**src/rtl/sqrt_rr_scheduler.sv**
```systemverilog
// Round-robin arbiter in front of one iterative sqrt unit: grant, start, watchdog, release, respond.
// req_ready is combinational in IDLE; sq_start rises 2 cycles after grant; holds RESP until owner's resp_ready.
module sqrt_rr_scheduler #(
  parameter int NREQ    = 4,
  parameter int TIMEOUT = 64
) (
  input  logic                 clk,
  input  logic                 rstn,
  input  logic [NREQ-1:0]      req_valid,
  input  logic [32*NREQ-1:0]   req_data,
  output logic [NREQ-1:0]      req_ready,
  output logic [NREQ-1:0]      resp_valid,
  output logic [31:0]          resp_data,
  output logic                 resp_err,
  input  logic [NREQ-1:0]      resp_ready,
  output logic [31:0]          sq_in,
  output logic                 sq_start,
  input  logic [31:0]          sq_out,
  input  logic                 sq_done,
  input  logic                 sq_avail,
  output logic                 busy
);

  localparam int PW = $clog2(NREQ);
  localparam int TW = $clog2(TIMEOUT) + 1;
  localparam logic [TW-1:0] TMO_LAST = TW'(TIMEOUT - 1);

  typedef enum logic [2:0] {IDLE, ISSUE, WAIT, RELEASE, RESP} state_t;

  state_t          state_q, state_d;
  logic [PW-1:0]   rr_ptr_q, rr_ptr_d;
  logic [PW-1:0]   owner_q, owner_d;
  logic [TW-1:0]   tmo_cnt_q, tmo_cnt_d;
  logic [31:0]     sq_in_q, sq_in_d;
  logic [31:0]     resp_data_q, resp_data_d;
  logic            resp_err_q, resp_err_d;
  logic            sq_start_q, sq_start_d;
  logic [PW-1:0]   grant_idx;
  logic            grant_found;

  function automatic logic [PW-1:0] wrap_add(input logic [PW-1:0] base, input int off);
    int s;
    s = int'(base) + off;
    if (s >= NREQ) s = s - NREQ;
    return PW'(s);
  endfunction

  // First valid requester at or after rr_ptr, modulo NREQ.
  always_comb begin
    grant_found = 1'b0;
    grant_idx   = '0;
    for (int i = 0; i < NREQ; i++) begin
      if (!grant_found && req_valid[wrap_add(rr_ptr_q, i)]) begin
        grant_found = 1'b1;
        grant_idx   = wrap_add(rr_ptr_q, i);
      end
    end
  end

  always_comb begin
    state_d     = state_q;
    rr_ptr_d    = rr_ptr_q;
    owner_d     = owner_q;
    tmo_cnt_d   = tmo_cnt_q;
    sq_in_d     = sq_in_q;
    resp_data_d = resp_data_q;
    resp_err_d  = resp_err_q;
    sq_start_d  = sq_start_q;
    req_ready   = '0;
    resp_valid  = '0;
    unique case (state_q)
      IDLE: begin
        // Gated by rstn so no operand is handed over while reset is asserted.
        if (!rstn && sq_avail && grant_found) begin
          req_ready[grant_idx] = 1'b1;
          sq_in_d  = req_data[32*grant_idx +: 32];
          owner_d  = grant_idx;
          rr_ptr_d = wrap_add(grant_idx, 1);
          state_d  = ISSUE;
        end
      end
      ISSUE: begin
        sq_start_d = 1'b1;
        tmo_cnt_d  = '0;
        state_d    = WAIT;
      end
      WAIT: begin
        if (tmo_cnt_q != '1) tmo_cnt_d = tmo_cnt_q + 1'b1;
        if (sq_done) begin
          resp_data_d = sq_out;
          resp_err_d  = 1'b0;
          sq_start_d  = 1'b0;
          state_d     = RELEASE;
        end else if (tmo_cnt_q == TMO_LAST) begin
          resp_data_d = '0;
          resp_err_d  = 1'b1;
          sq_start_d  = 1'b0;
          state_d     = RELEASE;
        end
      end
      RELEASE: begin
        if (!sq_done && sq_avail) state_d = RESP;
      end
      RESP: begin
        resp_valid[owner_q] = 1'b1;
        if (resp_ready[owner_q]) state_d = IDLE;
      end
      default: state_d = IDLE;
    endcase
  end

  always_ff @(posedge clk or posedge rstn) begin
    if (rstn) begin
      state_q     <= IDLE;
      rr_ptr_q    <= '0;
      owner_q     <= '0;
      tmo_cnt_q   <= '0;
      sq_in_q     <= '0;
      resp_data_q <= '0;
      resp_err_q  <= 1'b0;
      sq_start_q  <= 1'b0;
    end else begin
      state_q     <= state_d;
      rr_ptr_q    <= rr_ptr_d;
      owner_q     <= owner_d;
      tmo_cnt_q   <= tmo_cnt_d;
      sq_in_q     <= sq_in_d;
      resp_data_q <= resp_data_d;
      resp_err_q  <= resp_err_d;
      sq_start_q  <= sq_start_d;
    end
  end

  assign sq_in     = sq_in_q;
  assign sq_start  = sq_start_q;
  assign resp_data = resp_data_q;
  assign resp_err  = resp_err_q;
  assign busy      = (state_q != IDLE);

endmodule

```
**config.mk**
```make
export PLATFORM = sky130hd
export DESIGN_NAME = sqrt_rr_scheduler
export DESIGN_NICKNAME = d
export VERILOG_FILES = /design/src/rtl/sqrt_rr_scheduler.sv
export SDC_FILE = /design/constraint.sdc
export NUM_CORES = 1
export LEC_CHECK = 0
export BUFFER_PORTS_ARGS = -buffer_cell sky130_fd_sc_hd__buf_2
export CAP_MARGIN = 20
export CORE_MARGIN = 3
export CORE_UTILIZATION = 41
export DETAILED_ROUTE_END_ITERATION = 7
export HOLD_SLACK_MARGIN = 0.05
export PLACE_DENSITY = 0.83
export SLEW_MARGIN = 10
export SYNTH_ARGS = -nofsm -noshare
export SYNTH_HDL_FRONTEND = slang
export SYNTH_SLANG_ARGS = --single-unit
```
**constraint.sdc**
```tcl
create_clock -name clk -period 2.5 [get_ports clk]
set_input_delay 0.5 -clock clk [delete_from_list [all_inputs] [get_ports clk]]
set_output_delay 0.5 -clock clk [all_outputs]
set_load 0.01 [all_outputs]
```
Word level (Yosys, flattened, before mapping). Index checks and enable logic that the tools add are counted.

Flip-flop bits (word level): 80. Word-level logic and storage cells: 110.

$lt $le $gt $ge: 13. Reduce and logical (&&, ||, !) cells: 22. Shift operators: 1. Eq/ne operators: 11. Muxes and demuxes: 45. Add/subtract/negate cells: 10.

Operators by type and width (count): $shiftx 128x8->32 (1); $mux 32 (2); $lt 2x3->1 const B (6); $mux 2 (9); $mux 1 (15); $mux 3 (5); $pmux 3 s5 (1); $pmux 7 s2 (1); $ge 3x3->1 const B (4); $mux 4 (3); $bmux 1 s2 (5); $sub 2x1->2 const B (5); $logic_and 1x1->1 (8); $ne 2x2->1 const B (4); $reduce_and 2->1 (4); $add 7x1->7 const B (1); $eq 7x6->1 const B (1); $mux 7 (1); $ne 7x7->1 const B (1); $add 2x1->3 const B (2); $add 2x2->3 const B (2); $eq 3x2->1 const B (2); $logic_not 1->1 (5); $demux 1 s2 (2); 10 further kinds (12).

Logic depth before layout (Yosys ltp).
Word-level depth: 20. Mapped depth: 8. Gate-level depth less buffers: 6.

Worst setup path after synthesis. No wires, ideal clock.

Path kind: input to output. Start point: input port req_valid[0]. End point: output port req_ready[1]. Arrival time: 1.842 ns. Required time: 2.000 ns. Path slack: 0.158 ns. Path buffers: 3. Stages on the path: 7. Cells stage by stage: buf_2 > nor2b_4 > or4_1 > buf_2 > buf_6 > nand2_1 > and3_1.

Cells in the longest elaborated chain, start to end: 18.

Ends and longest elaborated chain: start, declared (line 9) `input logic [NREQ-1:0] req_valid,`; $bmux 1 s2 (line 53) `if (!grant_found && req_valid[wrap_add(rr_ptr_q, i)]) begin`; $mux 1 (implied by the code) (line 53); $mux 1 (line 53); $logic_not 1->1 (line 53); $logic_and 1x1->1 (line 53); $mux 1 (line 53); $logic_not 1->1 (line 53); $logic_and 1x1->1 (line 53); (+2 left out); $logic_and 1x1->1 (line 53); $mux 2 (line 53); $lt 2x3->1 (implied by the code) / $ge 2x1->1 (equally long branches) (line 75) `req_ready[grant_idx] = 1'b1;`; $logic_and 1x1->1 (implied by the code) (line 75); $mux 1 (implied by the code) (line 75); $demux 1 s2 (line 75); $mux 4 (*) (line 74) `if (!rstn && sq_avail && grant_found) begin`; $mux 4 (*) (line 71) `unique case (state_q)`; end, declared (line 11) `output logic [NREQ-1:0] req_ready,`.

Every way passes the cells marked *; elsewhere a longest branch is shown, timed or not. The select of a mux whose other input is x is not followed.

Final worst setup path.
Start point: register state_q[0]. End point: output port req_ready[2].

Cells in the longest elaborated chain, start to end: 2.

Ends and longest elaborated chain: start, declared (line 30) `state_t state_q, state_d;`; start signal, assigned (line 123) `state_q <= state_d;`; $logic_not 3->1 (line 71); $mux 4 (line 71).

Every way passes these cells.

==> summary.txt <==
Global routing
  – First-pass GRT wire length: 21820 um
  – Gr usage total: 22.99%
  – Vias in the first global route: 4452
  – Grt total ovfl: 0
  – Initial antenna violation count: 0
  – Pin count of the biggest net entering global routing: 35

Critical path
  – Reg2reg path depth: 6
  – Worst Setup SP: state_q[0]
  – Crit path DAT: 1.92 ns
  – Type of origin of the critical path: flop
  – Kind of critical path: flop to output pin
  – Crit Reg-Reg Startpoint: state_q[0]
  – CP Data Required Time: 2.00 ns
  – FF-to-FF End: sq_in[28]
  – Critical path capture point type: output pin
  – R2R Setup Slk: 0.42 ns
  – Max Fanout on Critical Path: 8

STA
  – Final Hold Fails: 0
  – Endpoints failing setup: 0
  – Worst-margin pin slew: 0.7320 ns
  – Max Fclk: 413.0 MHz
  – Hold WS: 0.2547 ns
  – Tmin final: 2.422 ns
  – Max-slew violations: 0
  – Relative slew slack: 51.10%
  – Crit share post-route: 96.86%
  – Clk_skew: 0.01384 ns

Die
  – Chip width: 109.7 um
  – Die ar.: 12030 um^2
  – Site Rows: 37
  – # IOs: 247
  – Core area: 10370 um^2
  – Initial Utilization: 42.52%
  – Die Y-Extent: 109.7 um

Drt
  – TritonRoute pass-1 iters: 5
  – Via count: 4739
  – Avg WL per Cell: 16.75 um
  – Post-DR vias/cell: 5.562
  – DRT iter0 DRCs: 354
  – Routed Antenna Nets: 0
  – DRC viols: 0
  – Final wirelength: 14270 um

Yosys
  – Post-synthesis sequential area ratio: 45.40%
  – Area leader, netlist: dfrtp_1
  – Cells after Synth: 477
  – Post-Syn Nets: 650
  – Top cells by area, synth: dfrtp_1 (45%), a22o_1 (6.4%), o22a_1 (6.0%)
  – Synthesized area: 4409 um^2
  – Netlist cell types: 45
  – Yosys Warn Count: 0
  – Post-synth top area share: 45.40%
  – Synth Register Bits: 80
  – Mapped Avg Cell Area: 9.244 um^2

Place
  – Port Buffers: 246
  – Post-DP Area: 5777 um^2
  – DP HPWL: 10870 um
  – GP Congestion: 0.8815

Layout
  – Sequential Area: 2006 um^2
  – Share of layout cells above drive strength 1: 45.25%
  – Fill cells: 949
  – Final Cell Area: 6005 um^2
  – Multi-input gate area: 2091 um^2
  – Nets: 884
  – Area grow syn2layout: 36.18%
  – Ant. Diodes: 0

Power
  – Clock share of power: 16.2%
  – Int Pwr: 3.743 mW
  – Net Switching: 2.634 mW
  – Seq pwr share: 36.4%
  – Sw Share: 41.31%
  – Peak VDD IR: 0.5595 mV
  – Power Density: 1062 nW/um^2
  – Combinational Power Share: 47.4%
  – Pleak: 2.990 nW

Clock network
  – Root buffer cell: clkbuf_8
  – CTS tree: built
  – CTS Sinks: 80
  – Clock Latency Late Sink: 0.36 ns
  – Cts bufs inserted: 9
  – Clock-pin slew of the registers on the worst-case setup and hold paths: 0.10 ns
  – Maximum clock path buffer count: 2
  – H-Tree Depth: 3

Outcome
  – Status: completed

Min path
  – Hold Crit Class: primary input to asynchronous set/reset pin

Run
  – Maxcap violations: 0
metal layers:
metal	routed length (um)	GRT usage [%]	vias up
li1	-	-	2208
met1	5715	29.35	2259
met2	7269	39.01	234
met3	883	3.699	38
met4	402	8.994	0
met5	0	0	-
cell usage in the layout, fill, tap and decap left out, types with 2 or more instances in the layout:
| cell | netlist | layout |
|---|---|---|
| buf_2 | 12 | 246 |
| dfrtp_1 | 80 | 77 |
| a21oi_1 | 45 | 45 |
| o21ai_1 | 44 | 42 |
| inv_1 | 37 | 36 |
| nand3_1 | 32 | 32 |
| a22o_1 | 32 | 32 |
| o21ai_0 | 30 | 30 |
| o22a_1 | 30 | 30 |
| a21oi_2 | 23 | 23 |
| nor2_1 | 18 | 18 |
| buf_4 | 0 | 18 |
| nand2_1 | 11 | 11 |
| clkbuf_8 | 0 | 9 |
| nor3_1 | 5 | 4 |
| nand2b_1 | 4 | 4 |
| o221a_2 | 3 | 3 |
| and3_1 | 3 | 3 |
| clkinvlp_4 | 0 | 3 |
| xor2_1 | 3 | 3 |
| dfrtp_2 | 0 | 3 |
| o21ai_2 | 0 | 2 |
| and2_1 | 2 | 2 |
| a21o_1 | 2 | 2 |
| a211oi_4 | 0 | 2 |
| o22ai_1 | 2 | 2 |
| a211o_1 | 3 | 2 |
| a21boi_1 | 2 | 2 |
| a221oi_1 | 2 | 2 |
| nand4_1 | 2 | 2 |
| inv_8 | 0 | 2 |
| inv_6 | 0 | 2 |
area by class of cell:
class / instances / share of cell area (%)
inverters: 37 / 2.375
well taps: 136 / 2.834
clock inverters: 7 / 1.417
clock buffers: 9 / 2.063
repair buffers: 265 / 23.09
multi-input cells: 318 / 34.82
flip-flops and latches: 80 / 33.40
how the worst max path moves through the flow:
stage / end / slack (ns)
2_1_floorplan: req_ready[1] / 0.16
3_3_place_gp: sq_in[28] / 0.31
3_5_place_dp: sq_in[25] / 0.21
4_1_cts: req_ready[2] / 0.02
5_1_grt: req_ready[2] / -0.0001
6_report: req_ready[2] / 0.08
logic make-up after synthesis:
logic type	after synthesis	share of synthesized area, %
and+or+nand+nor	87	10.02
AOI/OAI and AO/OA	225	34.53
xor gates and xnor gates	3	0.5960
adders and majority gates	1	0.2837
DFF	80	45.40
muxes	2	0.7378
buffers and inverters	79	8.428
what timing repair did:
item | 4_1_cts | 5_1_grt
hold buffers | 0 | 0
setup buffers | 0 | 0
endpoints found under the setup margin | 0 | 3
resized for setup | 0 | 6
state kept, by name (all words and copies together), names as in the netlist:
register   flops
sq_in         32
rr_ptr_q       2
owner_q        2
tmo_cnt_q      7
resp_data     32
state_q        3
resp_err       1
sq_start       1
metrics by stage:
| stage | instances | setup slack (ns) | setup TNS (ns) | power (mW) | utilization [%] |
|---|---|---|---|---|---|
| 2_1_floorplan | 477 | 0.1576 | 0 | 4.204 | - |
| 3_3_place_gp | 836 | 0.3068 | 0 | 5.222 | 55.71 |
| 3_5_place_dp | 836 | 0.2112 | 0 | 5.355 | 55.71 |
| 4_1_cts | 852 | 0.02319 | 0 | 6.399 | 57.72 |
| 5_1_grt | 852 | -0.00009726 | -0.00009726 | 6.834 | 57.90 |
| 6_report | 852 | 0.07848 | 0 | 6.377 | 57.90 |
power by group through the flow:
| stage | logic [mW] | registers (mW) | clock network [mW] |
|---|---|---|---|
| 2_1_floorplan | 1.69 | 2.51 | 0 |
| 3_3_place_gp | 2.93 | 2.30 | 0 |
| 3_5_place_dp | 3.02 | 2.33 | 0 |
| 4_1_cts | 3.03 | 2.31 | 1.06 |
| 5_1_grt | 3.32 | 2.40 | 1.11 |
| 6_report | 3.02 | 2.32 | 1.03 |
cells in the mapped netlist (all sizes together):
library cell / n
a211oi: 2
ha: 1
a211o: 3
nand4: 2
o21ai: 74
a21bo: 1
xor2: 3
a221oi: 2
or4: 1
inv: 37
a21o: 2
a21oi: 68
nand2b: 4
nor4: 2
o31a: 1
clkbuf: 20
o22a: 30
a22oi: 1
a22o: 32
nand2: 11
mux4: 1
a2111oi: 1
a21boi: 3
and3: 3
buf: 22
nor3: 5
o221a: 3
or3: 2
nor2: 18
nand3: 32
and2: 2
nand3b: 1
nor2b: 3
dfrtp: 80
nor3b: 1
mux2i: 1
o22ai: 2
critical path: stages, from the launching register on:
cell,delay [ns]
dfrtp_2,0.46
or3_4,0.38
a211o_4,0.37
nor3_2,0.20
buf_2,0.16
(Power assumes the default switching activity.)
